File: config.mk
export PLATFORM = sky130hd
export DESIGN_NAME = return_addr_stack
export DESIGN_NICKNAME = d
export VERILOG_FILES = /design/src/rtl/rstack_pkg.sv /design/src/rtl/rstack_mem.sv /design/src/rtl/return_addr_stack.sv
export SDC_FILE = /design/constraint.sdc
export NUM_CORES = 1
export LEC_CHECK = 0
export ABC_CLOCK_PERIOD_IN_PS = 5000
export CAP_MARGIN = 20
export CORE_UTILIZATION = 30
export DETAILED_ROUTE_END_ITERATION = 7
export MAX_ROUTING_LAYER = met4
export SETUP_SLACK_MARGIN = 0.05
export SLEW_MARGIN = 10
export SYNTH_ARGS = -nofsm -noshare
export SYNTH_HDL_FRONTEND = slang
export SYNTH_HIERARCHICAL = 1
export SYNTH_SLANG_ARGS = --single-unit
File: constraint.sdc
create_clock -name clk -period 5 [get_ports clk]
set_input_delay 1.25 -clock clk [delete_from_list [all_inputs] [get_ports clk]]
set_output_delay 1.25 -clock clk [all_outputs]
set_load 0.02 [all_outputs]
File: src/rtl/rstack_pkg.sv
// Shared definitions for the return-address stack and the PC-source mux that consumes it.
// Gives the stack, the controller and the PC mux one agreed set of widths and encodings.
package rstack_pkg;

   localparam int RSTACK_ADDR_W = 12;
   localparam int RSTACK_DEPTH  = 8;

   // PC mux select encodings shared by the controller and the PC register.
   typedef enum logic [1:0] {
      PC_SRC_SEQ = 2'b00,
      PC_SRC_JMP = 2'b01,
      PC_SRC_RET = 2'b10
   } pc_src_e;

   // Classified stack operation for one cycle.
   typedef enum logic [1:0] {
      RS_IDLE,
      RS_PUSH,
      RS_POP,
      RS_REPLACE
   } rs_op_e;

   // A simultaneous push+pop on an empty stack degenerates to a plain push.
   function automatic rs_op_e rs_decode(input logic push, input logic pop, input logic empty);
      rs_op_e op;
      if (push && pop && !empty) op = RS_REPLACE;
      else if (push)             op = RS_PUSH;
      else if (pop)              op = RS_POP;
      else                       op = RS_IDLE;
      return op;
   endfunction

endpackage

File: src/rtl/rstack_mem.sv
// Register array holding the stacked return addresses.
// Single write port and one combinational read port; every entry clears on reset.
module rstack_mem
   import rstack_pkg::*;
#(
   parameter  int ADDR_W = RSTACK_ADDR_W,
   parameter  int DEPTH  = RSTACK_DEPTH,
   localparam int PTR_W  = $clog2(DEPTH)
) (
   input  logic              clk,
   input  logic              rst_n,
   input  logic              we,
   input  logic [PTR_W-1:0]  waddr,
   input  logic [ADDR_W-1:0] wdata,
   input  logic [PTR_W-1:0]  raddr,
   output logic [ADDR_W-1:0] rdata
);

   logic [ADDR_W-1:0] mem [DEPTH];

   // NOTE: the array is reset explicitly because a cleared stack must read back 0s;
   // this forces flops rather than RAM, which is fine at this small depth.
   always_ff @(posedge clk or negedge rst_n) begin
      if (!rst_n) begin
         for (int i = 0; i < DEPTH; i++) begin
            mem[i] <= '0;
         end
      end else if (we) begin
         // NOTE: non-blocking assignment keeps every flop update ordered to the clock edge.
         mem[waddr] <= wdata;
      end
   end

   assign rdata = mem[raddr];

endmodule

File: src/rtl/return_addr_stack.sv
// Return-address stack for jsb/ret: tracks pointer, depth and sticky error flags.
// Define RSTACK_CIRCULAR_EN to make a push on a full stack overwrite the oldest entry.
module return_addr_stack
   import rstack_pkg::*;
#(
   parameter  int ADDR_W = RSTACK_ADDR_W,
   parameter  int DEPTH  = RSTACK_DEPTH,
   localparam int PTR_W  = $clog2(DEPTH)
) (
   input  logic              clk,
   input  logic              rst_n,
   input  logic              stack_push,
   input  logic              stack_pop,
   input  logic [ADDR_W-1:0] push_addr,
   output logic [ADDR_W-1:0] top_addr,
   output logic              empty,
   output logic              full,
   output logic [PTR_W:0]    depth,
   output logic              overflow,
   output logic              underflow
);

   localparam logic [PTR_W:0]   DEPTH_CNT = (PTR_W + 1)'(DEPTH);
   localparam logic [PTR_W-1:0] PTR_ONE   = PTR_W'(1);

   logic [PTR_W-1:0]  sp, sp_nxt, sp_m1;
   logic [PTR_W:0]    count, count_nxt;
   logic              overflow_nxt, underflow_nxt;
   logic              mem_we;
   logic [PTR_W-1:0]  mem_waddr;
   logic [ADDR_W-1:0] mem_rdata;
   rs_op_e            op;

   assign empty = (count == '0);
   assign full  = (count == DEPTH_CNT);
   assign depth = count;
   assign sp_m1 = sp - PTR_ONE;
   assign op    = rs_decode(stack_push, stack_pop, empty);

   rstack_mem #(
      .ADDR_W (ADDR_W),
      .DEPTH  (DEPTH)
   ) u_mem (
      .clk   (clk),
      .rst_n (rst_n),
      .we    (mem_we),
      .waddr (mem_waddr),
      .wdata (push_addr),
      .raddr (sp_m1),
      .rdata (mem_rdata)
   );

   // Popped entries stay in the array, so an empty stack must mask the read.
   assign top_addr = empty ? '0 : mem_rdata;

   // NOTE: every output of this block gets a default first so no latch is inferred.
   always_comb begin
      mem_we        = 1'b0;
      mem_waddr     = sp;
      sp_nxt        = sp;
      count_nxt     = count;
      overflow_nxt  = overflow;
      underflow_nxt = underflow;
      unique case (op)
         RS_REPLACE: begin
            mem_we    = 1'b1;
            mem_waddr = sp_m1;
         end
         RS_PUSH: begin
            if (!full) begin
               mem_we    = 1'b1;
               sp_nxt    = sp + PTR_ONE;
               count_nxt = count + 1'b1;
            end else begin
               overflow_nxt = 1'b1;
`ifdef RSTACK_CIRCULAR_EN
               // Overwrite the oldest slot; count stays saturated at DEPTH.
               mem_we = 1'b1;
               sp_nxt = sp + PTR_ONE;
`endif
            end
         end
         RS_POP: begin
            if (!empty) begin
               sp_nxt    = sp_m1;
               count_nxt = count - 1'b1;
            end else begin
               underflow_nxt = 1'b1;
            end
         end
         default: ;
      endcase
   end

   always_ff @(posedge clk or negedge rst_n) begin
      if (!rst_n) begin
         sp        <= '0;
         count     <= '0;
         overflow  <= 1'b0;
         underflow <= 1'b0;
      end else begin
         sp        <= sp_nxt;
         count     <= count_nxt;
         overflow  <= overflow_nxt;
         underflow <= underflow_nxt;
      end
   end

endmodule

* Word level (Yosys, flattened, before mapping)
Index checks and enable logic that the tools add are counted.
** Cells by class
- Add/subtract/negate cells :: 4
- $mul :: 0
- Divide/modulo/power cells :: 0
- Order comparisons :: 3
- Eq/ne operators :: 6
- Shift operators :: 0
- Mux-type cells :: 19
- Bitwise operators :: 2
- Reduce and logical (&&, ||, !) cells :: 9
** Operator list (count)
- bitwise mux 96 bit :: 1
- 2-to-1 mux 12 bit :: 4
- binary-select mux 12 bit (select 3 bit) :: 1
- demux 12 bit (select 3 bit) :: 1
- 2-to-1 mux 3 bit :: 3
- >= comparator 4 bit, second input constant :: 2
- 2-to-1 mux 4 bit :: 2
- inverter 3 -> 4 bit :: 2
- one-hot mux 4 bit (2 select lines) :: 1
- 2-to-1 mux 2 bit :: 3
- one-hot mux 3 bit (2 select lines) :: 1
- adder 4 x 1 -> 4 bit, second input constant :: 1
- equality test 2 bit, second input constant :: 2
- equality test 4 bit, second input constant :: 1
- zero test 4 bit :: 1
- < comparator 4 x 1 -> 1 bit, second input constant :: 1
- != test 2 bit, second input constant :: 2
- AND reduction 2 bit :: 2
- subtractor 4 x 1 -> 4 bit, second input constant :: 1
- adder 3 x 1 -> 3 bit, second input constant :: 1
- logical AND 1 bit :: 3
- AND reduction 3 bit :: 1
- subtractor 3 x 1 -> 3 bit, second input constant :: 1
- equality test 2 x 1 -> 1 bit, second input constant :: 1
- other kinds (4) :: 4
** Word-level totals
- Bits in registers :: 105
- Latch bits :: 0
- RAM bits :: 0
- Bits in read-only memories :: 0
- Input port bits :: 16
- Output and inout port bits :: 20
- Logic and storage cells :: 55
- Memories kept :: 0

* Depth between registers and ports, before layout
Gate-level depths: netlist of run 1.
- Word-level depth :: 12
- Gate-level depth with buffers :: 8
- Depth with buffers taken out :: 7

* Hierarchy
The synthesis of run 1 kept the hierarchy.
** By module, submodules not included
- rstack_mem :: instances 1, cells each 251, area an instance 4414.2 µm², seq. area each 2402.3 µm²
- return_addr_stack :: instances 1, cells each 71, area an instance 679.4 µm², seq. area each 225.2 µm²

* Worst setup path before layout of run 1
No wires, ideal clock.
- Path kind :: register -> output
- Start point :: reg sp[0]
- End point :: out top_addr[0]
- Data arrival time :: 1.980 ns
- Required time :: 3.750 ns
- Slack :: 1.770 ns
- Cell stages (with the launch flop) :: 9
- Buffers on the path :: 2
- Cells stage by stage :: dfrtp_1 > inv_1 > ha_1 > xor2_1 > clkbuf_1 > buf_2 > mux4_2 > mux2_2 > nor2b_1
** Between the ends
- Longest elaborated chain between the ends :: 6
** Ends and longest elaborated chain
- from (decl) :: line return_addr_stack.sv:26 : logic [PTR_W-1:0] sp, sp_nxt, sp_m1;
- from (signal assigned) :: line return_addr_stack.sv:102 : sp <= sp_nxt;
- subtractor 3 x 1 -> 3 bit :: line return_addr_stack.sv:37 : assign sp_m1 = sp - PTR_ONE;
- net sp_m1[0] :: line return_addr_stack.sv:26
- inverter 3 -> 4 bit (not written as such) :: line rstack_mem.sv:34 : assign rdata = mem[raddr];
- binary-select mux 12 bit (select 3 bit) :: line rstack_mem.sv:34
- 2-to-1 mux 12 bit (not written as such) (2 in a row) :: line rstack_mem.sv:34
- net mem_rdata[0] :: line return_addr_stack.sv:31 : logic [ADDR_W-1:0] mem_rdata;
- 2-to-1 mux 12 bit :: line return_addr_stack.sv:54 : assign top_addr = empty ? '0 : mem_rdata;
- to (decl) :: line return_addr_stack.sv:15 : output logic [ADDR_W-1:0] top_addr,
The timed path passes the listed nets, and every way through them passes these cells. The select of a mux whose other input is x is not followed.

* Final worst setup path of run 1
Ends and elaborated chain as after synthesis.

==> results of run 1 <==
registers in the layout, indices dropped and copies added, names as in the netlist:
name,count
overflow,1
depth,4
underflow,1
u_mem/mem,96
sp,3
where the power goes:
group,switching (mW),internal [mW],total (mW)
sequential,0.224,1.28,1.51
clock,0.308,0.401,0.710
combinational,1.08,1.41,2.48
cells in the final DEF (no fill, tap or decap), types with 2 or more instances in the layout:
cell type,Yosys,routed
and4bb_2,3,3
ha_1,4,4
inv_1,6,6
mux4_1,21,21
mux2_2,110,110
dfrtp_1,105,105
nand4b_1,4,4
nand2_1,3,3
nor2b_1,14,14
nor2_1,2,2
buf_4,0,9
a21o_1,2,2
o21ai_0,2,2
xnor2_1,8,8
clkdlybuf4s50_1,0,34
a21oi_1,3,3
mux4_2,3,3
clkbuf_16,0,9
critical path, cell delays in order, from the launching register on:
cell             delay, ps
dfrtp_1                390
inv_1                   80
ha_1                   260
xor2_2                 170
buf_4                  370
mux4_1                 360
mux2_2                 280
nor2b_1                130
clkdlybuf4s50_1        580
logic make-up after synthesis:
kind of cell / synth area share
AO/OA/AOI/OAI: 0.0138
XOR/XNOR: 0.0172
adder cells (fa/ha/maj): 0.0138
buffers and inverters: 0.0243
flip-flops: 0.516
multiplexers: 0.365
AND/OR/NAND/NOR: 0.0504
area by class of cell:
| class | count | area, sq um |
|---|---|---|
| fillers | 1620 | 10600 |
| flip-flops and latches | 105 | 2630 |
| multi-input cells | 194 | 2360 |
| repair buffers | 43 | 408 |
| well taps | 220 | 275 |
| clock buffers | 11 | 243 |
| clock inverters | 4 | 52.6 |
| inverters | 6 | 22.5 |
worst min path at each step:
stage                              start                   endpoint  cells past startpoint
6_report            overflow$_DFFE_PN0P_       overflow$_DFFE_PN0P_                      1
5_1_grt             overflow$_DFFE_PN0P_       overflow$_DFFE_PN0P_                      1
4_1_cts             overflow$_DFFE_PN0P_       overflow$_DFFE_PN0P_                      1
3_5_place_dp        overflow$_DFFE_PN0P_       overflow$_DFFE_PN0P_                      1
3_3_place_gp        overflow$_DFFE_PN0P_       overflow$_DFFE_PN0P_                      1
2_1_floorplan  u_mem/mem[49]$_DFFE_PN0P_  u_mem/mem[49]$_DFFE_PN0P_                      1
cell usage after synthesis, types with 4 or more instances:
master	instances	share of area
mux4_1	21	0.11
nor2b_1	14	0.017
ha_1	4	0.0098
buf_2	12	0.012
nand4b_1	4	0.0069
mux2_2	110	0.24
dfrtp_1	105	0.52
inv_1	6	0.0044
xnor2_1	8	0.014
layer usage:
layer / track usage / wire length [um] / vias to the layer above
li1: - / - / 1283
met1: 0.178 / 5190 / 1528
met2: 0.218 / 5170 / 44
met3: 0.0342 / 285 / 13
met4: 0.0326 / 112 / 0
met5: - / 0 / -
per-stage QoR:
step                cell area [sq um]   util
detailed placement               5690  0.343
global route                     5980  0.361
floorplan                        5090      -
finish                           5980  0.361
CTS                              5980  0.361
global placement                 5690  0.343
==> flow_summary.toml, run 1 <==
[status]
status = "finished clean"

[cts]
cts_root_buffer = "clkbuf_16"
clock_sinks = 105
clkTransAtPathRegs_ps = 70
htree_levels = 3
cts_tree = "built"
cts_setup_buffers = 0
clkLatencyLatePin_ps = 340
cts_inserted_buffers = 9
cts.repair.resized = 0
max-clock-path-buffers = 2
ctsHoldBuffers = 0

[critical_path]
worstSetupStartpoint = "sp[0]$_DFFE_PN0P_"
critPathMaxFanout = 24
crit_end = "top_addr[0]"
crit_path_start_kind = "register"
reg2reg_to = "u_mem/mem[18]$_DFFE_PN0P_"
critPathArrivalTime_ps = 2980
r2r_setup_slack_ps = 2000
end_kind = "output pin"
timing.reg2reg.worst_path_depth = 6
required_ps = 3750
path_class = "register to output pin"
r2r_start = "depth[1]$_DFFE_PN0P_"

[yosys]
yosysSeqAreaShare = 0.516
synthCells = 322
synth_edf_count = 0
synth_area_per_cell_sq_um = 15.8
syn_nets = 343
yosysWarningCount = 6
netlist_area_sq_um = 5090
async_flop_share = 1.00
synth_flop_cell = "dfrtp_1"
ys_seq_elements = 105
synth_cell_types = 32

[floorplan]
dieArea_sq_um = 17500
start_util = 0.307
ios = 36
coreArea_sq_um = 16600
fp.dieW_um = 132
chipHeight_um = 132
rows = 47

[global_routing]
grt_use_total = 0.138
grt_pass1_vias = 3156
grt_max_degree = 72
overflow = 0
grt_pass1_wl_um = 17700
grt_antenna_before_repair = 0

[sta]
period_minus_slack_ps = 4230
worstMarginPinSlew_ps = 936
finalHoldWorstSlack_ps = 472
min_period_over_period = 0.845
timing.fmax_mhz = 237
setup_viol = 0
setup_slack_ps = 774
rsz0062_at_grt = "false"
hold_viol = 0
fin_worst_skew_ps = 5.94
final-max-slew-violation-count = 0
slew_headroom = 0.376
setup_tns_ps = 0

[place]
io_buffers = 35
place_congestion = 0.792
dp_cells = 568
dp_hpwl_um = 6560
dpl_worst_slack_ps = 976

[pwr]
leakage_nw = 2.51
ir_drop_uv = 377
p_per_area_nw_per_um2 = 786
p_total_mw = 4.70

[finish]
drive_gt1_frac = 0.399
final_cells = 583
nets = 380
diodes = 0
area_growth_pct = 17.5

[drt]
wl_per_cell_um = 18.5
routed_wl_um = 10800
route.vias.total = 2868
dr.pass1.iters = 4
drc = 0
via_per_inst = 4.92
initialDrtViolationCount = 145
ant_nets = 0

[run]
cap_viol_max_count = 0

[hold_path]
hp-class = "register to register"
Power figures use the tool's default switching activity.
==> inputs of run 2 (changes only) <==
--- a/config.mk
+++ b/config.mk
@@ -5,7 +5,7 @@
 export SDC_FILE = /design/constraint.sdc
 export NUM_CORES = 1
 export LEC_CHECK = 0
-export ABC_CLOCK_PERIOD_IN_PS = 5000
+export ABC_CLOCK_PERIOD_IN_PS = 3750
 export CAP_MARGIN = 20
 export CORE_UTILIZATION = 30
 export DETAILED_ROUTE_END_ITERATION = 7
==> constraint.sdc (replaced) <==
create_clock -name clk -period 3.75 [get_ports clk]
set_input_delay 0.9375 -clock clk [delete_from_list [all_inputs] [get_ports clk]]
set_output_delay 0.9375 -clock clk [all_outputs]
set_load 0.02 [all_outputs]
==> run 2 against run 1 <==
  * Sequential cell count did not move
  * Wire length up 0.40%
  * First-iteration DRC count grew 2.1%
  * Highest routed layer unchanged
==> flow_summary.toml, run 2 (same netlist as run 1, synthesis figures left out) <==
[sta]
rsz0062_at_grt = "false"
worstMarginPinSlew_ps = 937
min_period_over_period = 0.953
timing.fmax_mhz = 280
setup_viol = 0
slew_headroom = 0.375
final-max-slew-violation-count = 0
fin_worst_skew_ps = 5.39
setup_tns_ps = 0
hold_viol = 0
period_minus_slack_ps = 3570
finalHoldWorstSlack_ps = 456
setup_slack_ps = 178

[floorplan]
start_util = 0.307
chipHeight_um = 132
dieArea_sq_um = 17500
fp.dieW_um = 132
coreArea_sq_um = 16600
rows = 47
ios = 36

[pwr]
ir_drop_uv = 534
leakage_nw = 2.57
p_per_area_nw_per_um2 = 1020

[global_routing]
groute.layer.met2.usage = 0.215
grt_use_total = 0.138
grt_max_degree = 73
grt_util_met1 = 0.181
grt_pass1_wl_um = 17800
overflow = 0
grt_antenna_before_repair = 0
grt_pass1_vias = 3115
grt.busiest_layer = "met2"
grtUsageMet3 = 0.0350

[cts]
clkLatencyLatePin_ps = 340
cts_root_buffer = "clkbuf_16"
max-clock-path-buffers = 2
cts_tree = "built"
cts_inserted_buffers = 9
htree_levels = 3
clkTransAtPathRegs_ps = 70
clock_sinks = 105

[drt]
route.vias.total = 2853
wl_per_cell_um = 18.3
ant_nets = 0
dr.pass1.iters = 4
via_per_inst = 4.84
routed_wl_um = 10800
drc = 0
initialDrtViolationCount = 148

[finish]
final_util = 0.364
largest_reg_flops = 96
diodes = 0
area_growth_pct = 18.3
nets = 387
final_cell_mix = "mux2_2 (110), dfrtp_1 (105), clkdlybuf4s50_1 (22), mux4_1 (21)"
fillers = 1603
drive_gt1_frac = 0.409
final_common_cell = "mux2_2"
largest_register = "u_mem/mem"

[run]
cap_viol_max_count = 0

[status]
status = "finished clean"

[critical_path]
critPathArrivalTime_ps = 2630
crit_path_start_kind = "register"
critPathMaxFanout = 9
path_class = "register to output pin"
end_kind = "output pin"
required_ps = 2810

[place]
dp_hpwl_um = 6960
io_buffers = 35
place_congestion = 0.776
dpl_worst_slack_ps = 146

[hold_path]
hp-class = "register to register"
==> run 2: changes by cell type in the layout (fill, tap and decap cells not counted), sizes merged <==
cell	change
clkinv	-1
buf	+7
inv	-1
dlygate4sd2	+12
clkinvlp	+1
clkdlybuf4s50	-12
==> run 2: critical path, cell delays in order (launching register included) <==
cell           delay [ps]
dfrtp_1               410
inv_1                 110
ha_1                  240
xor2_2                190
buf_4                 240
mux4_1                360
mux2_2                280
nor2b_1               130
dlygate4sd2_1         320
==> run 2: worst paths after layout <==
check                                     start                         to  slack [ps]  cells after the start
min reg2reg                overflow$_DFFE_PN0P_       overflow$_DFFE_PN0P_         460                      1
max reg2reg                depth[1]$_DFFE_PN0P_  u_mem/mem[63]$_DFFE_PN0P_         880                      6
min in group asynchronous                 rst_n  u_mem/mem[43]$_DFFE_PN0P_         730                      1
max                           sp[0]$_DFFE_PN0P_                top_addr[2]         180                      8
max in group asynchronous                 rst_n  u_mem/mem[64]$_DFFE_PN0P_        2280                      2
min                        overflow$_DFFE_PN0P_       overflow$_DFFE_PN0P_         460                      1
==> run 2: final cells by class <==
cell class                      instances  area (sq um)  area share
Tap cell                              220           275      0.0457
Clock buffer                           11           243      0.0403
Clock inverter                          3          42.5     0.00706
Multi-Input combinational cell        194          2360       0.391
Timing Repair Buffer                   50           462      0.0766
Sequential cell                       105          2630       0.436
Inverter                                6          22.5     0.00374
==> run 2: layer usage <==
metal | up-vias | part of all wire
met4 | 0 | 0.0092
met5 | - | 0
li1 | 1290 | -
met1 | 1511 | 0.49
met2 | 44 | 0.47
met3 | 8 | 0.032
==> run 2: what timing repair did <==
action                                  CTS  global route
hold buffers                              0             0
endpoints found under the setup margin   12             0
gates resized for setup                  13             0
setup buffers                             0             0
==> run 2: through the flow <==
stage / total power [mW] / cell area [sq um] / cells
4_1_cts: 6.22 / 6030 / 589
3_3_place_gp: 5.36 / 5750 / 575
3_5_place_dp: 5.43 / 5750 / 575
2_1_floorplan: 4.28 / 5090 / 322
6_report: 6.13 / 6030 / 589
5_1_grt: 6.54 / 6030 / 589
==> run 2: power breakdown <==
group          internal, mW  switching [mW]  leakage, nW
logic                  1.78            1.42         1.17
clock network         0.527           0.388        0.137
registers              1.71           0.304         1.26
total                  4.02            2.11         2.57
==> inputs of run 3 (changes only) <==
--- a/config.mk
+++ b/config.mk
@@ -7,6 +7,7 @@
 export LEC_CHECK = 0
 export ABC_CLOCK_PERIOD_IN_PS = 3750
 export CAP_MARGIN = 20
+export CORE_MARGIN = 4
 export CORE_UTILIZATION = 30
 export DETAILED_ROUTE_END_ITERATION = 7
 export MAX_ROUTING_LAYER = met4
==> run 3 against run 2 <==
  * Clock skew grew 5.4 ps
  * Sequential share of layout area is essentially flat
  * Fmax rose by 0.45%
  * Final cell count unchanged
  * Combinational power about the same
  * Via count up 0.18%
  * Hold slack improved by 13 ps
  * Critical path type unchanged
  * Largest cell class unchanged
  * Largest power group unchanged
==> flow_summary.toml, run 3 (same netlist as run 1, synthesis figures left out) <==
[critical_path]
critPathMaxFanout = 24
slowest_delay_ps = 410
cp_cell_sequence = "inv_1 > ha_1 > xor2_2 > buf_12 > mux4_1 > mux2_2 > nor2b_1 > dlygate4sd2_1"
end_kind = "output pin"
r2r_setup_slack_ps = 1040
reg2reg_to = "u_mem/mem[64]$_DFFE_PN0P_"
crit_path_start_kind = "register"
path_class = "register to output pin"
r2r_start = "depth[2]$_DFFE_PN0P_"
timing.reg2reg.worst_path_depth = 6
slowest_stage = "dfrtp_1"
required_ps = 2810
cp_num_buf_inv = 3
critPathArrivalTime_ps = 2620
cp_top_family = "buffers and inverters"

[finish]
final_util = 0.363
final_common_cell = "mux2_2"
nets = 385
largest_register = "u_mem/mem"
area_growth_pct = 18.3
diodes = 0
seqCellArea_sq_um = 2630
fillers = 1581
multiInputGateArea_sq_um = 2360
final_cell_mix = "mux2_2 (110), dfrtp_1 (105), clkdlybuf4s50_1 (22), mux4_1 (21), nor2b_1 (14)"
largest_reg_flops = 96
drive_gt1_frac = 0.412

[place]
io_buffers = 35
place_congestion = 0.701
dp_hpwl_um = 6920

[global_routing]
overflow = 0
grt_pass1_vias = 3001
grt_max_degree = 66
grt_pass1_wl_um = 17000
grt_use_total = 0.115
grt_antenna_before_repair = 0

[floorplan]
start_util = 0.307
dieArea_sq_um = 19100
ios = 36
fp.dieW_um = 138
coreArea_sq_um = 16600
rows = 47
chipHeight_um = 138

[drt]
drc = 0
route.vias.total = 2858
initialDrtViolationCount = 93
routed_wl_um = 10600
ant_nets = 0
wl_per_cell_um = 18.0
dr.pass1.iters = 5
via_per_inst = 4.85

[pwr]
p_per_area_nw_per_um2 = 1020
leakage_nw = 2.55
p_total_mw = 6.12
ir_drop_uv = 490

[sta]
min_period_over_period = 0.948
rsz0062_at_grt = "false"
fin_worst_skew_ps = 10.8
hold_viol = 0
worstMarginPinSlew_ps = 730
final-max-slew-violation-count = 0
slew_headroom = 0.508
timing.fmax_mhz = 281
setup_viol = 0
period_minus_slack_ps = 3560
setup_tns_ps = 0

[cts]
cts_tree = "built"
cts_root_buffer = "clkbuf_16"
ctsHoldBuffers = 0
cts_inserted_buffers = 9
clkTransAtPathRegs_ps = 70
clkLatencyLatePin_ps = 350
htree_levels = 3
clock_sinks = 105
max-clock-path-buffers = 2

[hold_path]
min-delay-start = "underflow$_DFFE_PN0N_"
hp-class = "register to register"
whs_endpoint = "underflow$_DFFE_PN0N_"
hold_path_depth = 1

[run]
cap_viol_max_count = 0

[status]
status = "finished clean"
## run 3: worst max path at each step
stage,start,endpoint,slack [ps],cells past startpoint
finish,sp[0]$_DFFE_PN0P_,top_addr[9],190,8
global route,sp[0]$_DFFE_PN0P_,top_addr[9],60,8
CTS,sp[0]$_DFFE_PN0P_,top_addr[9],170,8
detailed placement,stack_push,u_mem/mem[67]$_DFFE_PN0P_,290,5
global placement,stack_push,u_mem/mem[66]$_DFFE_PN0P_,330,5
floorplan,sp[0]$_DFFE_PN0P_,top_addr[0],830,8
## run 3: final cells by class
cell class,count,area share
flip-flops and latches,105,0.436
clock inverters,7,0.0108
multi-input cells,194,0.391
clock buffers,9,0.0374
repair buffers,48,0.0756
well taps,220,0.0457
inverters,6,0.00374
## run 3: where the power goes
| group | leakage, nW | switching (mW) | internal, mW |
|---|---|---|---|
| Combinational | 1.16 | 1.43 | 1.78 |
| Sequential | 1.26 | 0.296 | 1.71 |
| Clock | 0.131 | 0.448 | 0.462 |
## run 3: what timing repair did
action,4_1_cts,5_1_grt
buffers inserted,0,0
endpoints found under the setup margin,12,0
gates resized for setup,12,0
## run 3: stage by stage
step | hold slack, ps | setup WS (ps) | area [sq um] | std cells
after floorplan | 470 | 832 | 5090 | 322
after global placement | 443 | 330 | 5750 | 573
after detailed placement | 455 | 292 | 5750 | 573
after CTS | 471 | 173 | 6030 | 589
after global routing | 485 | 64.9 | 6030 | 589
final | 468 | 194 | 6030 | 589
## run 3: per-layer routing
| metal | vias up | GRT usage | wire length [um] |
|---|---|---|---|
| li1 | 1297 | - | - |
| met1 | 1510 | 0.156 | 5230 |
| met2 | 43 | 0.178 | 4930 |
| met3 | 8 | 0.0318 | 370 |
| met4 | 0 | 0.0203 | 70 |
| met5 | - | - | 0 |
